### src/rtl/coin_accumulator.sv
// Coin credit accumulator for a vending machine: sums accepted coins, rejects overflow/locked
// coins, and pays out the full credit on user cancel or on an inactivity timeout.
module coin_accumulator #(
    parameter int TIMEOUT_CYCLES = 1000,
    parameter int MAX_VALUE      = 127
) (
    input  logic       i_clk,
    input  logic       i_rst_n,
    input  logic       i_coin_valid,
    input  logic [1:0] i_coin_type,
    input  logic       i_lock,
    input  logic       i_clear,
    input  logic       i_refund_req,
    output logic [6:0] o_total_coin_value,
    output logic       o_coin_reject,
    output logic       o_refund_valid,
    output logic [6:0] o_refund_value,
    output logic [1:0] o_state
);

    localparam int              CW       = $clog2(TIMEOUT_CYCLES + 1);
    localparam logic [CW-1:0]   CNT_LAST = CW'(TIMEOUT_CYCLES - 1);
    localparam logic [7:0]      MAX_V    = 8'(MAX_VALUE);

    typedef enum logic [1:0] {
        ST_IDLE    = 2'd0,
        ST_COLLECT = 2'd1,
        ST_LOCKED  = 2'd2,
        ST_REFUND  = 2'd3
    } state_t;

    function automatic logic [7:0] coin_value(input logic [1:0] coin_type);
        logic [7:0] v;
        case (coin_type)
            2'b00:   v = 8'd5;
            2'b01:   v = 8'd10;
            2'b10:   v = 8'd20;
            2'b11:   v = 8'd50;
            default: v = 8'd0;
        endcase
        return v;
    endfunction

    state_t          state_r, state_s;
    logic [6:0]      total_r, total_s;
    logic [CW-1:0]   cnt_r, cnt_s;
    logic            reject_r, reject_s;
    logic            refund_valid_r;
    logic [6:0]      refund_value_r;
    logic [7:0]      sum_s;
    logic            fits_s;

    // Next-state, credit and timeout logic; priority clear > refund > lock > coin > timeout.
    always_comb begin
        state_s  = state_r;
        total_s  = total_r;
        cnt_s    = cnt_r;
        reject_s = 1'b0;
        // Eight-bit sum so an overflowing coin is detected instead of wrapping.
        sum_s    = {1'b0, total_r} + coin_value(i_coin_type);
        fits_s   = (sum_s <= MAX_V);
        case (state_r)
            ST_IDLE: begin
                if (i_clear) begin
                    reject_s = i_coin_valid;
                end else if (i_refund_req) begin
                    state_s  = ST_REFUND;
                    reject_s = i_coin_valid;
                end else if (i_lock) begin
                    state_s  = ST_LOCKED;
                    total_s  = 7'd0;
                    reject_s = i_coin_valid;
                end else if (i_coin_valid && fits_s) begin
                    state_s = ST_COLLECT;
                    total_s = sum_s[6:0];
                    cnt_s   = {CW{1'b0}};
                end else begin
                    reject_s = i_coin_valid;
                end
            end
            ST_COLLECT: begin
                if (i_clear) begin
                    state_s  = ST_IDLE;
                    total_s  = 7'd0;
                    reject_s = i_coin_valid;
                end else if (i_refund_req) begin
                    state_s  = ST_REFUND;
                    reject_s = i_coin_valid;
                end else if (i_lock) begin
                    state_s  = ST_LOCKED;
                    reject_s = i_coin_valid;
                end else if (i_coin_valid && fits_s) begin
                    total_s = sum_s[6:0];
                    cnt_s   = {CW{1'b0}};
                end else begin
                    reject_s = i_coin_valid;
                    if (cnt_r == CNT_LAST) begin
                        state_s = ST_REFUND;
                    end else begin
                        cnt_s = cnt_r + CW'(1);
                    end
                end
            end
            ST_LOCKED: begin
                reject_s = i_coin_valid;
                if (i_clear) begin
                    state_s = ST_IDLE;
                    total_s = 7'd0;
                end else if (i_refund_req) begin
                    state_s = ST_REFUND;
                end else if (!i_lock) begin
                    state_s = ST_COLLECT;
                    cnt_s   = {CW{1'b0}};
                end else begin
                    state_s = ST_LOCKED;
                end
            end
            ST_REFUND: begin
                reject_s = i_coin_valid;
                state_s  = ST_IDLE;
                total_s  = 7'd0;
            end
            default: begin
                state_s = ST_IDLE;
                total_s = 7'd0;
                cnt_s   = {CW{1'b0}};
            end
        endcase
    end

    // State, credit and registered output flops.
    always_ff @(posedge i_clk or negedge i_rst_n) begin
        if (!i_rst_n) begin
            state_r        <= ST_IDLE;
            total_r        <= 7'd0;
            cnt_r          <= {CW{1'b0}};
            reject_r       <= 1'b0;
            refund_valid_r <= 1'b0;
            refund_value_r <= 7'd0;
        end else begin
            state_r        <= state_s;
            total_r        <= total_s;
            cnt_r          <= cnt_s;
            reject_r       <= reject_s;
            refund_valid_r <= (state_s == ST_REFUND);
            refund_value_r <= (state_s == ST_REFUND) ? total_s : 7'd0;
        end
    end

    assign o_total_coin_value = total_r;
    assign o_coin_reject      = reject_r;
    assign o_refund_valid     = refund_valid_r;
    assign o_refund_value     = refund_value_r;
    assign o_state            = state_r;

endmodule

### config.mk
export PLATFORM = sky130hd
export DESIGN_NAME = coin_accumulator
export DESIGN_NICKNAME = d
export VERILOG_FILES = /design/src/rtl/coin_accumulator.sv
export SDC_FILE = /design/constraint.sdc
export NUM_CORES = 1
export LEC_CHECK = 0
export ABC_AREA = 1
export BUFFER_PORTS_ARGS = -buffer_cell sky130_fd_sc_hd__buf_2
export CELL_PAD_IN_SITES_DETAIL_PLACEMENT = 2
export CELL_PAD_IN_SITES_GLOBAL_PLACEMENT = 2
export CORE_MARGIN = 2
export CORE_UTILIZATION = 33
export DETAILED_ROUTE_END_ITERATION = 6
export HOLD_SLACK_MARGIN = 0.02
export PLACE_DENSITY_LB_ADDON = 0.3
export SYNTH_ARGS = -nofsm -noshare
export SYNTH_HDL_FRONTEND = slang
export SYNTH_SLANG_ARGS = --single-unit
### constraint.sdc
create_clock -name i_clk -period 2.9 [get_ports i_clk]
set_clock_uncertainty 0.2 [all_clocks]
set_input_delay 0.145 -clock i_clk [delete_from_list [all_inputs] [get_ports i_clk]]
set_output_delay 0.145 -clock i_clk [all_outputs]
set_load 0.01 [all_outputs]
# After elaboration in Yosys (flattened, before gate mapping)
# Index checks and enable logic that the tools add are counted.
[op_classes]
eq_ne = 19
n_mux = 42
order_cmp = 1
n_reduce_logical = 7
addsub = 2
[ops]
columns = ["cell", "count"]
rows = [
  ["$mux W10", 12],
  ["$mux W7", 9],
  ["$pmux W8 S4", 1],
  ["$pmux W10 S3", 1],
  ["$pmux W7 S4", 1],
  ["$mux W2", 12],
  ["$ne A2 B2 Y1 const B", 10],
  ["$reduce_and A12 Y1", 1],
  ["$add A10 B1 Y10 const B", 1],
  ["$eq A10 B10 Y1 const B", 1],
  ["$eq A2 B2 Y1 const B", 5],
  ["$add A7 B8 Y8", 1],
  ["$le A8 B7 Y1 const B", 1],
  ["$pmux W2 S4", 1],
  ["$eq A2 B1 Y1 const B", 2],
  ["$logic_not A2 Y1", 2],
  ["$mux W1", 4],
  ["$reduce_or A2 Y1", 2],
  ["$ne A3 B3 Y1 const B", 1],
  ["$reduce_bool A3 Y1", 1],
  ["$pmux W1 S2", 1],
  ["$logic_and A1 B1 Y1", 1],
]
[word_totals]
reg_bits = 28
inputBits = 8
wordCells = 77
out_inout_bits = 18

# Logic depth before layout (Yosys ltp)
# Gate-level depths: netlist of run 1.
[logic_depth]
depth_word = 12
depth_mapped = 16
depth_no_buf = 16

# Worst setup path before layout of run 1
# OpenSTA, ideal clock, no wires.
[synth_path]
kind = "register to register"
startpoint = "register total_r[0] (netlist: o_total_coin_value[0])"
endpoint = "register refund_value_r[4] (netlist: o_refund_value[4])"
path_slack_ns = 0.663
path_stages_with_launch = 13
arrival_ns = 1.965
required_ns = 2.629
cell_sequence = "dfrtp_1 -> inv_1 -> nor3_1 -> inv_1 -> fa_1 -> o21ai_0 -> or2_2 -> nand2_1 -> nand2_1 -> nand3_1 -> o21ai_0 -> nand2_1 -> nor2_1"
[synth_between]
elab_chain_cells = 10
elab_cells_between_ends = 22
[synth_lines]
columns = ["element", "line_no", "source"]
rows = [
  ["start, declared", "45", "logic [6:0] total_r, total_s;"],
  ["start signal, assigned", "142", "total_r <= total_s;"],
  ["$add A7 B8 Y8 *", "60", "sum_s = {1'b0, total_r} + coin_value(i_coin_type);"],
  ["$le A8 B7 Y1", "61", "fits_s = (sum_s <= MAX_V);"],
  ["$logic_and A1 B1 Y1", "73, 92", ""],
  ["$mux W2, on equally long branches", "92, 73", ""],
  ["$mux W2, on equally long branches", "89, 69", ""],
  ["$mux W2, on equally long branches", "86, 66", ""],
  ["$mux W2, on equally long branches", "82, 64", ""],
  ["$pmux W2 S4", "62", "case (state_r)"],
  ["$eq A2 B2 Y1", "146", "refund_value_r <= (state_s == ST_REFUND) ? total_s : 7'd0;"],
  ["$mux W7 *", "146", ""],
  ["end signal, assigned", "146", ""],
  ["end, declared", "49", "logic [6:0] refund_value_r;"],
]
# Mark *: on every way between the ends. The rest lies on a longest branch, timed or not.
# A chain may end at the register's enable or synchronous reset.

# Final worst setup path of run 1
# Ends and elaborated chain as after synthesis.

==> impl_metrics.toml, run 1 <==
[setup_path]
path_max_fanout = 5
critPathLaunch = "o_total_coin_value[0]"
cpPeakStageDelay_ns = 0.46
path_delay_family = "simple AND/OR/NAND/NOR gates"
crit_slowest_cell = "dfrtp_1"
worstSetupStartpointType = "flip-flop"
r2r_cells = 12
crit_chain = "inv_1, nor3_1, inv_1, fa_1, o21ai_1, or2_2, nand2_1, nand2_1, nand3_1, o21ai_0, nand2_1, nor2_1"
crit_buf_inv = 2
required_ns = 2.92
worstSetupEndpointType = "flip-flop"
rr_startpoint = "o_total_coin_value[0]"
reg2reg_slack_ns = 0.36
r2r_end = "o_refund_value[4]"
crit_top_cell = "nand2_1"
setup.worst_path.class = "reg -> reg"
crit_end = "o_refund_value[4]"
cp.arrival_ns = 2.56
cp.depth = 12

[cts]
cts-root-buf = "clkbuf_8"
htreeDepth = 1
cts_setup_buffers = 0
clk_pin_slew_ns = 0.11
cts_buffers = 3
clock_path_buffers = 2
clk_latency_ns = 0.29
clock_sinks = 28
tritoncts = "yes"

[synth]
yosysUniqueCellTypes = 34
yosysSeqAreaShare_pct = 32.4
synth_area_sq_um = 2160
yosysWarnings = 0
synthCells = 308
avgSynthCellArea_sq_um = 7.01
async_reset_ff_share_pct = 100
synth_nets = 329
yosysTopAreaCellShare_pct = 32.4
synth_top_area_cell = "dfrtp_1"
synthTopCellsByArea = "dfrtp_1, nand2_1, inv_1"
synth_ff_type = "dfrtp_1"
ys_seq_elements = 28
synth_edf_count = 0

[global_route]
grt_max_degree = 29
grt_pass1_vias = 2273
grt.busiest_layer = "met2"
globalRouteMet2Util_pct = 36.7
use_met3_pct = 3.02
grt_pass1_wl_um = 11500
antenna_found_initial = 0
track_usage_pct = 20.3
grt.met1_usage_pct = 25.2
overflow = 0

[detailed_routing]
via_per_inst = 5.07
wl_per_cell_um = 16.6
final_antenna_net_count = 0
dr.pass1.iters = 4
drtIter0Drc = 33
routed_wl_um = 6860
drc = 0
dr_total_vias = 2093

[finish]
mostFrequentLayoutCell = "nand2_1"
drive_gt1_share_pct = 15.5
area_delta_synth_final_pct = 12.7
nNetsFinal = 358
antenna_cells = 0
utilization_pct = 38.3
fillCellCount = 794
layout_common_cells = "nand2_1, inv_1, dfrtp_1"

[floorplan]
die_h_um = 84.9
rows = 29
die_w_um = 84.9
ios = 26
die-area_sq_um = 7210
start_util_pct = 34.0
core_area_sq_um = 6350

[timing]
slew_viol_final = 0
final.setup.tns_ns = 0
setup_viol = 0
worstMarginPinSlew_ns = 0.706
hold_violations = 0
min_period_over_period_pct = 87.7
slew_headroom_pct = 52.9
rsz0062_at_grt = "no"
finalCriticalPeriod_ns = 2.54
fmax_mhz = 393

[placed_design]
gp_congestion = 0.808
portBuffers = 25
place_hpwl_um = 5340

[flow_run]
cap_violations = 0

[run_status]
status = "completed"

[min_path]
hold_class = "in -> reg"

[power_and_ir_drop]
p_leak_nw = 1.34
vdd_drop_max_mv = 0.296
p_per_area_nw_per_um2 = 900
-- sequential cells by signal, indices dropped and copies added (netlist names) --
signal,cells
cnt_r,10
o_refund_value,7
o_total_coin_value,7
o_state,2
o_coin_reject,1
o_refund_valid,1
-- kinds of logic after synthesis --
family | Yosys count | synth area share, %
AOI/OAI and AO/OA | 50 | 13.9
xor gates and xnor gates | 5 | 2.03
adders and majority gates | 13 | 7.88
buffers and inverters | 62 | 11.9
DFF | 28 | 32.4
and+or+nand+nor | 150 | 31.8
-- through the flow --
| stage | hold slack [ns] | instance area, sq um | setup slack [ns] | cells | power [mW] |
|---|---|---|---|---|---|
| after global placement | 0.0262 | 2360 | 0.339 | 407 | 1.90 |
| after detailed placement | 0.0372 | 2360 | 0.305 | 407 | 1.95 |
| after CTS | 0.0363 | 2430 | 0.267 | 413 | 2.22 |
| final | 0.0272 | 2430 | 0.358 | 413 | 2.19 |
| after global routing | 0.0784 | 2430 | 0.0433 | 413 | 2.42 |
| after floorplan | -0.351 | 2160 | 0.663 | 308 | 1.56 |
-- metal layers --
layer / vias to the layer above / wire length (um) / part of all wire [%]
li1: 1021 / - / -
met5: - / 0 / 0
met1: 1035 / 3100 / 45
met3: 9 / 181 / 2.6
met4: 0 / 138 / 2.0
met2: 28 / 3450 / 50
-- final cells by class --
class	instances	area, sq um	area share, %
Sequential cell	28	701	28.8
Inverter	56	213	8.74
Multi-Input combinational cell	218	1200	49.4
Tap cell	77	96.3	3.96
Clock buffer	4	55.1	2.26
Timing Repair Buffer	30	168	6.89
-- synthesized netlist by cell type, drive strengths merged (3+ instances only) --
library cell and instances:
nor3 8, o21ai 24, ha 12, nor2 26, xnor2 3, nand3 19, inv 56, nand2 90
clkbuf 3, a21oi 21, nand4 4, dfrtp 28
-- worst min-delay path by stage --
stage	startpoint	endpoint	slack, ns	cells past startpoint
floorplan	i_rst_n	cnt_r[0]	-0.35	0
global placement	i_rst_n	o_state[0]	0.03	1
detailed placement	i_rst_n	o_coin_reject	0.04	1
CTS	i_lock	o_state[0]	0.04	4
global route	i_lock	o_state[0]	0.08	4
finish	i_lock	o_state[0]	0.03	4
-- worst min-delay path, delay by kind of cell --
kind            cells  cell delay (ns)
compound gates      1             0.07
simple gates        2             0.15
buf+inv             1             0.10
-- power by group --
| group | internal, mW | total [mW] | leakage [nW] | switching (mW) |
|---|---|---|---|---|
| clock network | 0.122 | 0.261 | 0.0288 | 0.139 |
| registers | 0.503 | 0.618 | 0.372 | 0.115 |
| logic | 0.437 | 1.31 | 0.944 | 0.873 |
-- what timing repair did --
| action | CTS | global route |
|---|---|---|
| endpoints found under the hold margin | 29 | 0 |
| hold buffers | 2 | 0 |
| resized for setup | 0 | 1 |
| setup endpoints to repair | 0 | 1 |
Note: power is estimated with default switching activity, not from simulation.
==> run 2, diff against run 1 <==
--- a/config.mk
+++ b/config.mk
@@ -6,7 +6,7 @@
 export NUM_CORES = 1
 export LEC_CHECK = 0
 export ABC_AREA = 1
-export BUFFER_PORTS_ARGS = -buffer_cell sky130_fd_sc_hd__buf_2
+export BUFFER_PORTS_ARGS = -buffer_cell sky130_fd_sc_hd__clkbuf_2
 export CELL_PAD_IN_SITES_DETAIL_PLACEMENT = 2
 export CELL_PAD_IN_SITES_GLOBAL_PLACEMENT = 2
 export CORE_MARGIN = 2
@@ -17,3 +17,4 @@
 export SYNTH_ARGS = -nofsm -noshare
 export SYNTH_HDL_FRONTEND = slang
 export SYNTH_SLANG_ARGS = --single-unit
+export TNS_END_PERCENT = 1
==> run 2 against run 1 <==
  * Non-clock buffer count rose by 1
  * Die area stayed put
  * Core utilization rose by 0.12 points
  * Sequential power decreased by 0.8%
  * Combinational power barely moved
  * Largest cell class unchanged
  * Highest routed layer unchanged
==> impl_metrics.toml, run 2 (same netlist as run 1, synthesis figures left out) <==
[run_status]
status = "completed"

[setup_path]
r2r_cells = 12
reg2reg_slack_ns = 0.29
cp.arrival_ns = 2.62
r2r_end = "o_refund_value[4]"
worstSetupStartpointType = "flip-flop"
path_max_fanout = 5
critPathLaunch = "o_total_coin_value[0]"
required_ns = 2.91
rr_startpoint = "o_total_coin_value[0]"
setup.worst_path.class = "reg -> reg"
worstSetupEndpointType = "flip-flop"
crit_end = "o_refund_value[4]"

[global_route]
grt.busiest_layer = "met2"
globalRouteMet2Util_pct = 39.1
use_met3_pct = 3.02
overflow = 0
antenna_found_initial = 0
grt.met1_usage_pct = 25.1
grt_pass1_wl_um = 11700
grt_pass1_vias = 2273
grt_max_degree = 29
track_usage_pct = 20.8

[detailed_routing]
dr.pass1.iters = 4
via_per_inst = 4.97
routed_wl_um = 7000
dr_total_vias = 2056
drc = 0
drtIter0Drc = 70
final_antenna_net_count = 0
wl_per_cell_um = 16.9

[power_and_ir_drop]
p_per_area_nw_per_um2 = 900
p_total_mw = 2.20
vdd_drop_max_mv = 0.334
p_leak_nw = 1.34

[min_path]
hold_class = "in -> reg"

[timing]
hold_violations = 0
fin_hold_ws_ns = 0.0567
setup_viol = 0
slew_headroom_pct = 48.5
rsz0062_at_grt = "no"
slew_viol_final = 0
final.setup.tns_ns = 0
finalCriticalPeriod_ns = 2.61
fmax_mhz = 383
min_period_over_period_pct = 89.9
worstMarginPinSlew_ns = 0.773

[floorplan]
die-area_sq_um = 7210
die_w_um = 84.9
rows = 29
die_h_um = 84.9
core_area_sq_um = 6350
ios = 26
start_util_pct = 34.0

[finish]
largest_reg_flops = 10
drive_gt1_share_pct = 15.7
nNetsFinal = 359
top_register = "cnt_r"
layout_common_cells = "nand2_1, inv_1, dfrtp_1"
mostFrequentLayoutCell = "nand2_1"
antenna_cells = 0
area_delta_synth_final_pct = 13.0

[flow_run]
cap_violations = 0

[cts]
clock_path_buffers = 2
cts_setup_buffers = 0
clk_latency_ns = 0.28
clk_pin_slew_ns = 0.11
htreeDepth = 1
cts-root-buf = "clkbuf_8"
tritoncts = "yes"
cts_buffers = 3
clock_sinks = 28

[placed_design]
place_hpwl_um = 5530
portBuffers = 25
gp_congestion = 0.830
run 2: worst min path at each step:
stage            start       endpoint  slack [ns]  cells past startpoint
3_5_place_dp   i_rst_n     o_state[0]        0.06                      1
2_1_floorplan  i_rst_n       cnt_r[0]       -0.35                      0
6_report        i_lock     o_state[0]        0.06                      4
5_1_grt         i_lock     o_state[0]        0.09                      4
4_1_cts         i_lock     o_state[0]        0.05                      4
3_3_place_gp   i_rst_n  o_coin_reject        0.06                      1
run 2: routing by layer:
metal / up-vias / wire, um / part of all wire, %
li1: 1023 / - / -
met1: 1006 / 3040 / 43
met2: 21 / 3730 / 53
met3: 6 / 124 / 1.8
met4: 0 / 110 / 1.6
met5: - / 0 / 0
run 2: final cells by class:
class / count / area [sq um]
flip-flops and latches: 28 / 701
well taps: 77 / 96.3
repair buffers: 31 / 175
clock buffers: 4 / 55.1
fillers: 790 / 3910
inverters: 56 / 213
multi-input cells: 218 / 1200
run 2: stage by stage:
step / worst slack (ns) / std cells / utilization, % / instance area, sq um
floorplan: 0.663 / 308 / - / 2160
global placement: 0.349 / 408 / 37.3 / 2370
detailed placement: 0.322 / 408 / 37.3 / 2370
CTS: 0.262 / 414 / 38.4 / 2440
global route: 0.00313 / 414 / 38.4 / 2440
finish: 0.292 / 414 / 38.4 / 2440
run 2: where the power goes:
group / total [mW] / switching, mW / internal, mW
Combinational: 1.34 / 0.893 / 0.444
Sequential: 0.613 / 0.110 / 0.503
Clock: 0.248 / 0.127 / 0.122
run 2: repair_timing:
item	4_1_cts	5_1_grt
resized for setup	0	0
hold buffers	2	0
endpoints found under the hold margin	29	0
run 2: worst max-delay path, cell delays in order, from the launching register on:
cell     delay (ns)
dfrtp_1        0.46
inv_1          0.12
nor3_1         0.23
inv_1          0.12
fa_1           0.44
o21ai_0        0.25
or2_2          0.15
nand2_1        0.04
nand2_1        0.06
nand3_1        0.08
o21ai_0        0.19
nand2_1        0.10
nor2_1         0.11
==> run 3, diff against run 2 <==
--- a/config.mk
+++ b/config.mk
@@ -14,6 +14,7 @@
 export DETAILED_ROUTE_END_ITERATION = 6
 export HOLD_SLACK_MARGIN = 0.02
 export PLACE_DENSITY_LB_ADDON = 0.3
+export SETUP_SLACK_MARGIN = 0.4
 export SYNTH_ARGS = -nofsm -noshare
 export SYNTH_HDL_FRONTEND = slang
 export SYNTH_SLANG_ARGS = --single-unit
==> run 3 against run 2 <==
  * Setup slack better by 0.17 ns
  * Clock power is 2% higher
  * Critical endpoint is now o_refund_value[2]
  * Via count is 4.5% higher
  * Core utilization is 1.6 points higher
  * Cell count is 0.97% higher
  * Largest cell class unchanged
  * Flip-flop and latch count stayed put
  * Maximum frequency is 7.1% higher
  * Critical path depth stayed put
  * Sequential share of layout area is 1.1 points lower
==> impl_metrics.toml, run 3 (same netlist as run 1, synthesis figures left out) <==
[setup_path]
path_max_fanout = 10
required_ns = 2.87
reg2reg_slack_ns = 0.46
worstSetupEndpointType = "flip-flop"
r2r_cells = 12
r2r_end = "o_refund_value[2]"
critPathLaunch = "o_total_coin_value[3]"
cp.arrival_ns = 2.41
setup.worst_path.class = "reg -> reg"
worstSetupStartpointType = "flip-flop"
rr_startpoint = "o_total_coin_value[3]"

[global_route]
track_usage_pct = 20.8
grt_pass1_vias = 2276
overflow = 0
grt_max_degree = 29
grt_pass1_wl_um = 11700
antenna_found_initial = 0

[min_path]
worstHoldStart = "i_lock"
worstHoldPathCells = 4
hold_class = "in -> reg"
min_to = "o_state[0]"

[finish]
seq_area_sq_um = 702
area_delta_synth_final_pct = 17.8
top_register = "cnt_r"
drive_gt1_share_pct = 19.6
antenna_cells = 0
fillCellCount = 768
finalInstanceArea_sq_um = 2540
mostFrequentLayoutCell = "nand2_1"
largest_reg_flops = 10
layout_common_cells = "nand2_1, inv_1, dfrtp_1"
nNetsFinal = 363
multi_input_area_sq_um = 1280

[flow_run]
cap_violations = 0

[floorplan]
die_h_um = 84.9
rows = 29
core_area_sq_um = 6350
start_util_pct = 34.0
ios = 26
die-area_sq_um = 7210
die_w_um = 84.9

[placed_design]
place_hpwl_um = 5530
dpl_cell_area_sq_um = 2370
gp_congestion = 0.830
portBuffers = 25

[timing]
setup_viol = 0
final.setup.tns_ns = 0
hold_violations = 0
fmax_mhz = 411
worstMarginPinSlew_ns = 0.765
finalCriticalPeriod_ns = 2.44
rsz0062_at_grt = "no"
min_period_over_period_pct = 84.0
slew_viol_final = 0
slew_headroom_pct = 49.0

[cts]
cts_buffers = 3
tritoncts = "yes"
clock_path_buffers = 2
cts-root-buf = "clkbuf_8"
clk_pin_slew_ns = 0.11
htreeDepth = 1
clock_sinks = 28
clk_latency_ns = 0.28

[power_and_ir_drop]
p_leak_nw = 1.38
p_sw_mw = 1.19
internal-power_mw = 1.12
p_per_area_nw_per_um2 = 911
combPwrFrac_pct = 62.5
clkPwrFrac_pct = 10.9
power_frac_seq_pct = 26.6
vdd_drop_max_mv = 0.355
switching_share_pct = 51.5

[detailed_routing]
drtIter0Drc = 86
routed_wl_um = 7550
wl_per_cell_um = 18.1
final_antenna_net_count = 0
dr.pass1.iters = 4
drc = 0
dr_total_vias = 2148
via_per_inst = 5.14

[run_status]
status = "completed"
[run 3: what timing repair did]
item | in CTS | in global routing
endpoints found under the setup margin | 7 | 21
endpoints found under the hold margin | 29 | 0
resized for setup | 1 | 16
hold buffers | 2 | 0
gates cloned | 0 | 1
buffers inserted | 1 | 2
pin swaps | 0 | 3
[run 3: final cells by class]
class                      count  area share [%]
tap                           77            3.79
sequential                    28            27.6
timing repair buffer          34            7.77
clock buffer                   4            2.16
multi-input combinational    219            50.1
inverter                      56            8.55
[run 3: critical path, cell delays in order, from the launching register on]
cell and delay (ns):
dfrtp_1 0.43, ha_2 0.39, nand2_1 0.11, nor2_2 0.17
nand2_4 0.10, nand3_4 0.18, inv_6 0.08, o21ai_0 0.26
nand2_1 0.11, nand2_1 0.08, nand2_1 0.06, nand2_1 0.11
nor2_1 0.06
[run 3: how the worst max path moves through the flow]
stage	to	slack, ns	cells past startpoint
after floorplan	o_refund_value[4]	0.66	12
after global placement	o_refund_value[4]	0.35	12
after detailed placement	o_refund_value[4]	0.32	12
after CTS	o_refund_value[4]	0.36	12
after global routing	o_refund_value[2]	0.31	12
final	o_refund_value[2]	0.46	12
[run 3: through the flow]
stage	instances	hold slack, ns	utilization, %	worst slack (ns)	power, mW
final	418	0.0550	40.1	0.465	2.32
after global routing	418	0.0934	40.1	0.312	2.55
after CTS	415	0.0499	38.6	0.361	2.25
after detailed placement	408	0.0606	37.3	0.322	1.97
after global placement	408	0.0566	37.3	0.349	1.91
after floorplan	308	-0.351	-	0.663	1.56
[run 3: routing by layer]
layer	vias to the layer above	global-route usage [%]	share of wire, %
met1	1074	25.2	42
met4	0	4.18	1.1
li1	1036	-	-
met2	32	39.2	54
met5	-	0	0
met3	6	3.02	2.9
[run 3: power groups by stage]
| stage | Clock, mW | Sequential [mW] | Combinational [mW] |
|---|---|---|---|
| global placement | 0 | 0.617 | 1.30 |
| global route | 0.273 | 0.635 | 1.64 |
| detailed placement | 0 | 0.622 | 1.35 |
| floorplan | 0 | 0.646 | 0.916 |
| finish | 0.253 | 0.617 | 1.45 |
| CTS | 0.266 | 0.608 | 1.38 |
